==> config.mk <==
export PLATFORM = sky130hd
export DESIGN_NAME = pipe_hazard_ctrl
export DESIGN_NICKNAME = d
export VERILOG_FILES = /design/src/rtl/pipe_pkg.sv /design/src/rtl/fwd_sel_unit.sv /design/src/rtl/pipe_hazard_ctrl.sv
export SDC_FILE = /design/constraint.sdc
export NUM_CORES = 1
export LEC_CHECK = 0
export BUFFER_PORTS_ARGS = -buffer_cell sky130_fd_sc_hd__buf_2
export CELL_PAD_IN_SITES_DETAIL_PLACEMENT = 1
export CELL_PAD_IN_SITES_GLOBAL_PLACEMENT = 2
export CORE_MARGIN = 1.5
export CORE_UTILIZATION = 34
export CTS_CLUSTER_DIAMETER = 120
export DETAILED_ROUTE_END_ITERATION = 7
export HOLD_SLACK_MARGIN = 0.06
export PLACE_DENSITY = 0.95
export SYNTH_ARGS = -nofsm -noshare
export SYNTH_HDL_FRONTEND = slang
export SYNTH_SLANG_ARGS = --single-unit
==> constraint.sdc <==
create_clock -name clk -period 4 [get_ports clk]
set_clock_uncertainty 0.1 [all_clocks]
set_input_delay 0.2 -clock clk [delete_from_list [all_inputs] [get_ports clk]]
set_output_delay 0.2 -clock clk [all_outputs]
set_load 0.1 [all_outputs]
==> src/rtl/pipe_pkg.sv <==
// Shared encodings for the pipeline hazard controller: per-cycle action
// codes, the WDSel value that marks a load, and forwarding select codes.
package pipe_pkg;

   // Action taken by the hazard controller in the current cycle
   typedef enum logic [1:0] {
      ST_RUN   = 2'd0,
      ST_STALL = 2'd1,
      ST_FLUSH = 2'd2,
      ST_WAIT  = 2'd3
   } state_t;

   // Operand source picked by the ID_EXE forwarding mux
   typedef enum logic [1:0] {
      FWD_NONE = 2'd0,
      FWD_EX   = 2'd1,
      FWD_MEM  = 2'd2,
      FWD_WB   = 2'd3
   } fwd_t;

   // WDSel code of an instruction whose writeback data comes from memory
   localparam logic [1:0] WDSEL_LOAD = 2'b01;

   // True when a producer destination feeds a live, non-x0 source register
   function automatic logic reg_hit(input logic [4:0] dst,
                                    input logic [4:0] src,
                                    input logic       use_src);
      return use_src && (src != 5'd0) && (dst == src);
   endfunction

endpackage

==> src/rtl/fwd_sel_unit.sv <==
// Forwarding select for one ID source operand. The youngest producer wins:
// EX over MEM over WB, so the value seen is the most recent write.
module fwd_sel_unit
   import pipe_pkg::*;
(
   input  logic [4:0] rs,
   input  logic       use_rs,
   input  logic [4:0] ex_wregnum,
   input  logic [4:0] mem_wregnum,
   input  logic [4:0] wb_wregnum,
   input  logic       ex_RegWrite,
   input  logic       mem_RegWrite,
   input  logic       wb_RegWrite,
   output logic [1:0] fwd_sel
);

   // Priority match of the source against in-flight destinations
   always_comb begin
      fwd_sel = FWD_NONE;
      if (ex_RegWrite && reg_hit(ex_wregnum, rs, use_rs))
         fwd_sel = FWD_EX;
      else if (mem_RegWrite && reg_hit(mem_wregnum, rs, use_rs))
         fwd_sel = FWD_MEM;
      else if (wb_RegWrite && reg_hit(wb_wregnum, rs, use_rs))
         fwd_sel = FWD_WB;
   end

endmodule

==> src/rtl/pipe_hazard_ctrl.sv <==
// Five-stage pipeline hazard controller: forwarding selects, load-use
// stall, branch flush, memory-busy hold with a deferred flush, a sticky
// watchdog on long memory stalls, and stall/flush performance counters.
module pipe_hazard_ctrl
   import pipe_pkg::*;
#(
   parameter int BUSY_LIMIT = 15
)(
   input  logic        clk,
   input  logic        rst,
   input  logic [4:0]  id_rs1,
   input  logic [4:0]  id_rs2,
   input  logic        id_use_rs1,
   input  logic        id_use_rs2,
   input  logic [4:0]  ex_wregnum,
   input  logic [4:0]  mem_wregnum,
   input  logic [4:0]  wb_wregnum,
   input  logic        ex_RegWrite,
   input  logic        mem_RegWrite,
   input  logic        wb_RegWrite,
   input  logic [1:0]  ex_WDSel,
   input  logic        ex_branch_taken,
   input  logic        mem_busy,
   output logic        pc_we,
   output logic        if_id_we,
   output logic        id_exe_we,
   output logic        exe_mem_we,
   output logic        mem_wb_we,
   output logic        if_id_clr,
   output logic        id_exe_clr,
   output logic [1:0]  rs1_fwd_sel,
   output logic [1:0]  rs2_fwd_sel,
   output logic [1:0]  state,
   output logic        busy_err,
   output logic [31:0] stall_cnt,
   output logic [31:0] flush_cnt
);

   localparam int              BUSY_W   = $clog2(BUSY_LIMIT + 2);
   localparam logic [BUSY_W-1:0] BUSY_MAX = BUSY_W'(BUSY_LIMIT + 1);

   logic              flush_pend;
   logic              flush_pend_nxt;
   logic [BUSY_W-1:0] busy_cnt;
   logic [BUSY_W-1:0] busy_cnt_nxt;
   logic [1:0]        fwd1_raw;
   logic [1:0]        fwd2_raw;
   logic              load_use;
   state_t            act;

   fwd_sel_unit u_fwd_rs1 (
      .rs           (id_rs1),
      .use_rs       (id_use_rs1),
      .ex_wregnum   (ex_wregnum),
      .mem_wregnum  (mem_wregnum),
      .wb_wregnum   (wb_wregnum),
      .ex_RegWrite  (ex_RegWrite),
      .mem_RegWrite (mem_RegWrite),
      .wb_RegWrite  (wb_RegWrite),
      .fwd_sel      (fwd1_raw)
   );

   fwd_sel_unit u_fwd_rs2 (
      .rs           (id_rs2),
      .use_rs       (id_use_rs2),
      .ex_wregnum   (ex_wregnum),
      .mem_wregnum  (mem_wregnum),
      .wb_wregnum   (wb_wregnum),
      .ex_RegWrite  (ex_RegWrite),
      .mem_RegWrite (mem_RegWrite),
      .wb_RegWrite  (wb_RegWrite),
      .fwd_sel      (fwd2_raw)
   );

   // A load in EX cannot forward yet; its consumer in ID must wait a cycle
   always_comb begin
      load_use = ex_RegWrite && (ex_WDSel == WDSEL_LOAD) &&
                 (reg_hit(ex_wregnum, id_rs1, id_use_rs1) ||
                  reg_hit(ex_wregnum, id_rs2, id_use_rs2));
   end

   // Action select, enables, pending-flush and busy-counter next values
   always_comb begin
      act            = ST_RUN;
      pc_we          = 1'b1;
      if_id_we       = 1'b1;
      id_exe_we      = 1'b1;
      exe_mem_we     = 1'b1;
      mem_wb_we      = 1'b1;
      if_id_clr      = 1'b0;
      id_exe_clr     = 1'b0;
      flush_pend_nxt = flush_pend;
      busy_cnt_nxt   = '0;

      if (mem_busy) begin
         act        = ST_WAIT;
         pc_we      = 1'b0;
         if_id_we   = 1'b0;
         id_exe_we  = 1'b0;
         exe_mem_we = 1'b0;
         mem_wb_we  = 1'b0;
         // Remember a redirect seen while frozen so it is not lost
         if (ex_branch_taken)
            flush_pend_nxt = 1'b1;
         busy_cnt_nxt = (busy_cnt == BUSY_MAX) ? BUSY_MAX : busy_cnt + 1'b1;
      end else if (ex_branch_taken || flush_pend) begin
         act            = ST_FLUSH;
         if_id_clr      = 1'b1;
         id_exe_clr     = 1'b1;
         flush_pend_nxt = 1'b0;
      end else if (load_use) begin
         act        = ST_STALL;
         pc_we      = 1'b0;
         if_id_we   = 1'b0;
         id_exe_clr = 1'b1;
      end

      // Reset holds the pipeline frozen with bubbles at its front
      if (rst) begin
         pc_we      = 1'b0;
         if_id_we   = 1'b0;
         id_exe_we  = 1'b0;
         exe_mem_we = 1'b0;
         mem_wb_we  = 1'b0;
         if_id_clr  = 1'b1;
         id_exe_clr = 1'b1;
      end
   end

   assign state       = act;
   assign rs1_fwd_sel = rst ? FWD_NONE : fwd1_raw;
   assign rs2_fwd_sel = rst ? FWD_NONE : fwd2_raw;

   // Pending flush is the only control state; reset drops any deferred flush
   always_ff @(posedge clk or posedge rst) begin
      if (rst)
         flush_pend <= 1'b0;
      else
         flush_pend <= flush_pend_nxt;
   end

   // Memory-busy watchdog: saturating run length and sticky error
   always_ff @(posedge clk or posedge rst) begin
      if (rst) begin
         busy_cnt <= '0;
         busy_err <= 1'b0;
      end else begin
         busy_cnt <= busy_cnt_nxt;
         if (busy_cnt_nxt == BUSY_MAX)
            busy_err <= 1'b1;
      end
   end

   // Performance counters, free-running and wrapping
   always_ff @(posedge clk or posedge rst) begin
      if (rst) begin
         stall_cnt <= '0;
         flush_cnt <= '0;
      end else begin
         if (act == ST_STALL)
            stall_cnt <= stall_cnt + 32'd1;
         if (act == ST_FLUSH)
            flush_cnt <= flush_cnt + 32'd1;
      end
   end

endmodule
; ---- After elaboration in Yosys (flattened, before gate mapping)
; Cells that the tools add are included.
[totals]
reg_bits = 71
inputBits = 36
out_inout_bits = 78
[op_classes]
n_addsub = 3
n_eq_ne = 12
n_mux = 29
n_reduce_logical = 22
[ops]
columns = op, count
row1 = "adder 32 x 1 -> 32 bit, second input constant", 2
row2 = == test 5 bit, 6
row3 = two-way mux 2 bit, 10
row4 = two-way mux 1 bit, 17
row5 = logical AND 1 bit, 16
row6 = "== test 5 bit, second input constant", 2
row7 = two-way mux 5 bit, 2
row8 = nonzero test 5 bit, 2
row9 = "adder 5 x 1 -> 5 bit, second input constant", 1
row10 = "== test 2 x 1 -> 1 bit, second input constant", 2
row11 = "== test 2 bit, second input constant", 1
row12 = logical OR 1 bit, 2
row13 = "!= test 2 bit, second input constant", 1
row14 = AND reduction 2 bit, 1
row15 = nonzero test 2 bit, 1

; ---- Logic depth before layout (Yosys ltp)
[logic_depth]
word_depth = 9
depth_mapped = 10
depth_no_buf = 9

; ---- Hierarchy
; A second synthesis with hierarchy kept.
[hier_totals]
hier_cells = 372
hier_area_um2 = 3881.2
[modules_own_cells]
columns = mod, instances, cells_per_inst, area_each_um2, seq_area_each_um2
row1 = pipe_hazard_ctrl, 1, 320, 3445.8, 1776.7
row2 = fwd_sel_unit, 2, 26, 217.7, 0.0

; ---- Least setup slack after synthesis
; No wires, ideal clock.
[synth_timing]
kind = input-to-output
from = input port rst
to = output port id_exe_clr
arrival_time_ps = 4549
required_ps = 3700
setup_slack_ps = -849
path_stages = 3
path_cell_list = inv_1 > o21ai_0 > a21o_1
[synth_between]
elab_chain_cells = 1
[synth_rtl]
columns = item, line
row1 = from (decl), pipe_hazard_ctrl.sv:10  ; input logic rst,
row2 = two-way mux 1 bit, pipe_hazard_ctrl.sv:119  ; if (rst) begin
row3 = to (decl), pipe_hazard_ctrl.sv:30  ; output logic id_exe_clr,
; No other way between the ends.

; ---- Worst setup path in the final report
[layout_timing]
from = input port id_rs1[1]
to = output port pc_we
[layout_between]
elab_chain_cells = 9
word_cells_on_any_way = 10
[layout_rtl]
columns = item, line
row1 = from (decl), pipe_hazard_ctrl.sv:11  ; input logic [4:0] id_rs1,
row2 = nonzero test 5 bit, pipe_pkg.sv:28  ; return use_src && (src != 5'd0) && (dst == src);
row3 = logical AND 1 bit, pipe_pkg.sv:28
row4 = logical AND 1 bit *, pipe_pkg.sv:28
row5 = logical OR 1 bit *, pipe_hazard_ctrl.sv:78  ; (reg_hit(ex_wregnum, id_rs1, id_use_rs1) ||
row6 = logical AND 1 bit *, pipe_hazard_ctrl.sv:77  ; load_use = ex_RegWrite && (ex_WDSel == WDSEL_LOAD) &&
row7 = two-way mux 1 bit *, pipe_hazard_ctrl.sv:111  ; end else if (load_use) begin
row8 = two-way mux 1 bit *, pipe_hazard_ctrl.sv:106  ; end else if (ex_branch_taken || flush_pend) begin
row9 = two-way mux 1 bit *, pipe_hazard_ctrl.sv:95  ; if (mem_busy) begin
row10 = two-way mux 1 bit *, pipe_hazard_ctrl.sv:119
row11 = to (decl), pipe_hazard_ctrl.sv:24  ; output logic pc_we,
; Mark *: on every way between the ends. The rest lies on a longest branch, timed or not.

==> run_results.csv <==
group,metric,value,unit
run_status,status,"finished clean",
power_and_ir_drop,netSwitchingFraction,0.374,
worst_setup_path,data_arrival_time_of_the_worst_path,2.38,ns
drt,detailedRoute.firstIterationViolations,91,
power_and_ir_drop,switching_power,720,µW
worst_setup_path,criticalPathCategory,"in -> out",
drt,detail_route.drc_violations,0,
placement,gp_congestion,0.898,
floorplan,initial_utilization,0.351,
clocking,cts_hold_repair.buffers,1,
clocking,clock_latency,0.35,ns
grt,grt-ovfl-total,0,
worst_setup_path,reg2reg_depth,9,
power_and_ir_drop,total_leakage_power,2.47,nW
grt,total_routing_resource_utilization_after_global_routing,0.184,
finish,filler_cell_count,1270,
synth,postSynthCellCount,364,
grt,grt_pass1_vias,3360,
clocking,clkSinkCount,71,
timing,setup-tns-final,0,ns
floorplan,die_area,11900,µm²
timing,setup_repair_after_global_routing_missed_its_margin,"false",
worst_setup_path,worst_setup_path_end_kind,"output pin",
timing,finalHoldViolCount,0,
worst_setup_path,worstSetupStartpointType,"input port",
clocking,cts_tree,"yes",
clocking,cts_setup_buffers,0,
timing,holdWs,0.119,ns
finish,final_layout_size_suffix_gt1_frac,0.307,
finish,final_net_count,523,
synth,post_synth_main_area_contributors,"sky130_fd_sc_hd__dfrtp_1 (46%), sky130_fd_sc_hd__xnor2_1 (11%), sky130_fd_sc_hd__xor2_1 (10%), sky130_fd_sc_hd__nand3_1 (4.7%), sky130_fd_sc_hd__nor2_1 (2.6%)",
worst_setup_path,critical_path.reg2reg.startpoint,"flush_pend",
worst_hold_path,holdCritPathClass,"in -> async",
run,cap_viol_max_count,0,
worst_setup_path,timing.critical_path.from,"id_rs1[1]",
grt,grt_start_max_net_pins,72,
timing,timing_max_transition_violations_final,0,
grt,antenna_found_initial,0,
timing,max_slew_margin,0.372,
finish,area.sequential,1780,µm²
power_and_ir_drop,internal-power,1.21,mW
clocking,clock_tree.htree_level_count,3,
finish,layout_commonest_cell,"sky130_fd_sc_hd__buf_2",
floorplan,core-area,10900,µm²
clocking,ctsRootBufferMaster,"sky130_fd_sc_hd__clkbuf_8",
drt,route.detailed.wl_per_inst,16.3,µm
synth,postSynthNetCount,404,
floorplan,die_height,109,µm
timing,worstMarginPinSlew,0.942,ns
finish,layout.cells.most_common_list,"sky130_fd_sc_hd__buf_2 (113), sky130_fd_sc_hd__dfrtp_1 (71), sky130_fd_sc_hd__xnor2_1 (50)",
drt,postRouteAntennaNets,0,
power_and_ir_drop,share_comb_of_total_power,0.239,
worst_setup_path,r2r_end,"stall_cnt[29]",
clocking,cts.reportedPaths.clkPinSlew,0.08,ns
synth,synth_warnings,0,
floorplan,die_width,109,µm
floorplan,number_of_placed_i_o_pins,114,
timing,final.period_utilization,0.670,
synth,synth_seq_area_share,0.464,
clocking,postCtsResizedCells,0,
timing,period_needed,2.68,ns
synth,synth_seq_cells,71,
finish,layout.cells.non_filler,628,
finish,antenna-diode-count,0,
power_and_ir_drop,seq_power_share,0.415,
drt,first_pass_iters,4,
placement,place.detailed.hpwl,7820,µm
power_and_ir_drop,ir_worst_vdd,0.569,mV
synth,synth.lib_cells_used.distinct,39,
synth,synth_top_cell_by_area,"sky130_fd_sc_hd__dfrtp_1",
synth,postSynthAreaPerCell,10.5,µm²
synth,post_synth_instance_area,3830,µm²
finish,area_growth,24.7,%
clocking,cts_buffer_depth,2,
power_and_ir_drop,power_density,404,nW/µm²
power_and_ir_drop,power.share.clock,0.346,
worst_setup_path,maximum_fanout_count_along_the_critical_path,5,
worst_setup_path,r2r_slack,1.65,ns
finish,final_cell_area,4770,µm²
drt,finalWirelength,10300,µm
synth,yosysTopAreaCellShare,0.464,
timing,report.final.setup_viol,0,
worst_setup_path,worst_ep_required_time,3.70,ns
grt,grt_first_pass_wirelength,16900,µm
drt,via_per_inst,4.98,
floorplan,num_rows,38,
drt,vias,3126,
finish,total_area_of_multi_input_combinational_cells,1970,µm²
placement,place.detailed.instances,611,
placement,dpl-instance-area,4530,µm²
clocking,cts_buffers,9,
placement,portBuffers,113,
timing,fmaxAchievable,373,MHz
-- cells by family (layout without fill, tap and decap cells) --
family	count (synthesis)	after routing	share of synthesized area
xor gates and xnor gates	94	94	0.215
adders and majority gates	4	4	0.0131
muxes	2	2	0.00589
DFF	71	71	0.464
and+or+nand+nor	159	159	0.240
buffers and inverters	16	140	0.0209
AOI/OAI and AO/OA	18	18	0.0402
-- stage by stage --
| step | power [mW] | utilization | setup slack [ns] |
|---|---|---|---|
| 2_1_floorplan | 1.17 | - | 0.238 |
| 3_3_place_gp | 1.26 | 0.416 | 1.40 |
| 3_5_place_dp | 1.28 | 0.416 | 1.31 |
| 4_1_cts | 1.95 | 0.438 | 1.31 |
| 5_1_grt | 2.01 | 0.438 | 1.19 |
| 6_report | 1.93 | 0.438 | 1.32 |
-- power groups by stage --
stage | Sequential, mW | Combinational, mW | Clock (mW)
finish | 0.799 | 0.460 | 0.666
CTS | 0.800 | 0.465 | 0.688
global placement | 0.807 | 0.454 | 0
detailed placement | 0.814 | 0.463 | 0
global route | 0.807 | 0.486 | 0.719
floorplan | 1.02 | 0.147 | 0
-- worst max-delay path by stage --
| stage | to | cells past startpoint |
|---|---|---|
| after floorplan | id_exe_clr | 3 |
| after global placement | if_id_we | 7 |
| after detailed placement | pc_we | 7 |
| after CTS | pc_we | 7 |
| after global routing | if_id_we | 7 |
| final | pc_we | 7 |
-- routing by layer --
| metal | vias to the layer above | global-route usage | share of wire |
|---|---|---|---|
| li1 | 1488 | - | - |
| met1 | 1550 | 0.220 | 0.42 |
| met2 | 74 | 0.320 | 0.51 |
| met3 | 14 | 0.0538 | 0.049 |
| met4 | 0 | 0.0489 | 0.016 |
| met5 | - | 0 | 0 |
-- state kept, by name, indices dropped and copies added (netlist names) --
register,flops
stall_cnt,32
flush_cnt,32
busy_cnt,5
busy_err,1
flush_pend,1
-- cell usage after synthesis, drive strengths merged --
cell	n
or4	2
o31ai	1
xnor2	50
a211o	1
nor2	29
a21oi	2
a211oi	2
nand3	36
o21ai	6
nand2	24
clkbuf	2
a21o	1
o211ai	2
a31o	1
xor2	44
nor3b	2
or2	1
mux2	2
nor3	12
ha	4
nor4	9
nand4	11
and2	10
dfrtp	71
and3	14
o21a	1
and4	9
buf	5
o21ba	1
inv	9
-- cell type report --
class / count / area share
Clock inverter: 7 / 0.0220
Clock buffer: 9 / 0.0260
Timing Repair Buffer: 115 / 0.122
Tap cell: 140 / 0.0367
Sequential cell: 71 / 0.372
Multi-Input combinational cell: 277 / 0.413
Inverter: 9 / 0.00787
-- worst max-delay path, stage by stage --
cell and delay, ns:
sky130_fd_sc_hd__buf_2 0.14, sky130_fd_sc_hd__or4_1 0.55, sky130_fd_sc_hd__o21ai_2 0.28, sky130_fd_sc_hd__nor4_4 0.12, sky130_fd_sc_hd__o211ai_1 0.45, sky130_fd_sc_hd__and2_1 0.22, sky130_fd_sc_hd__buf_2 0.43
Power figures use the tool's default switching activity.
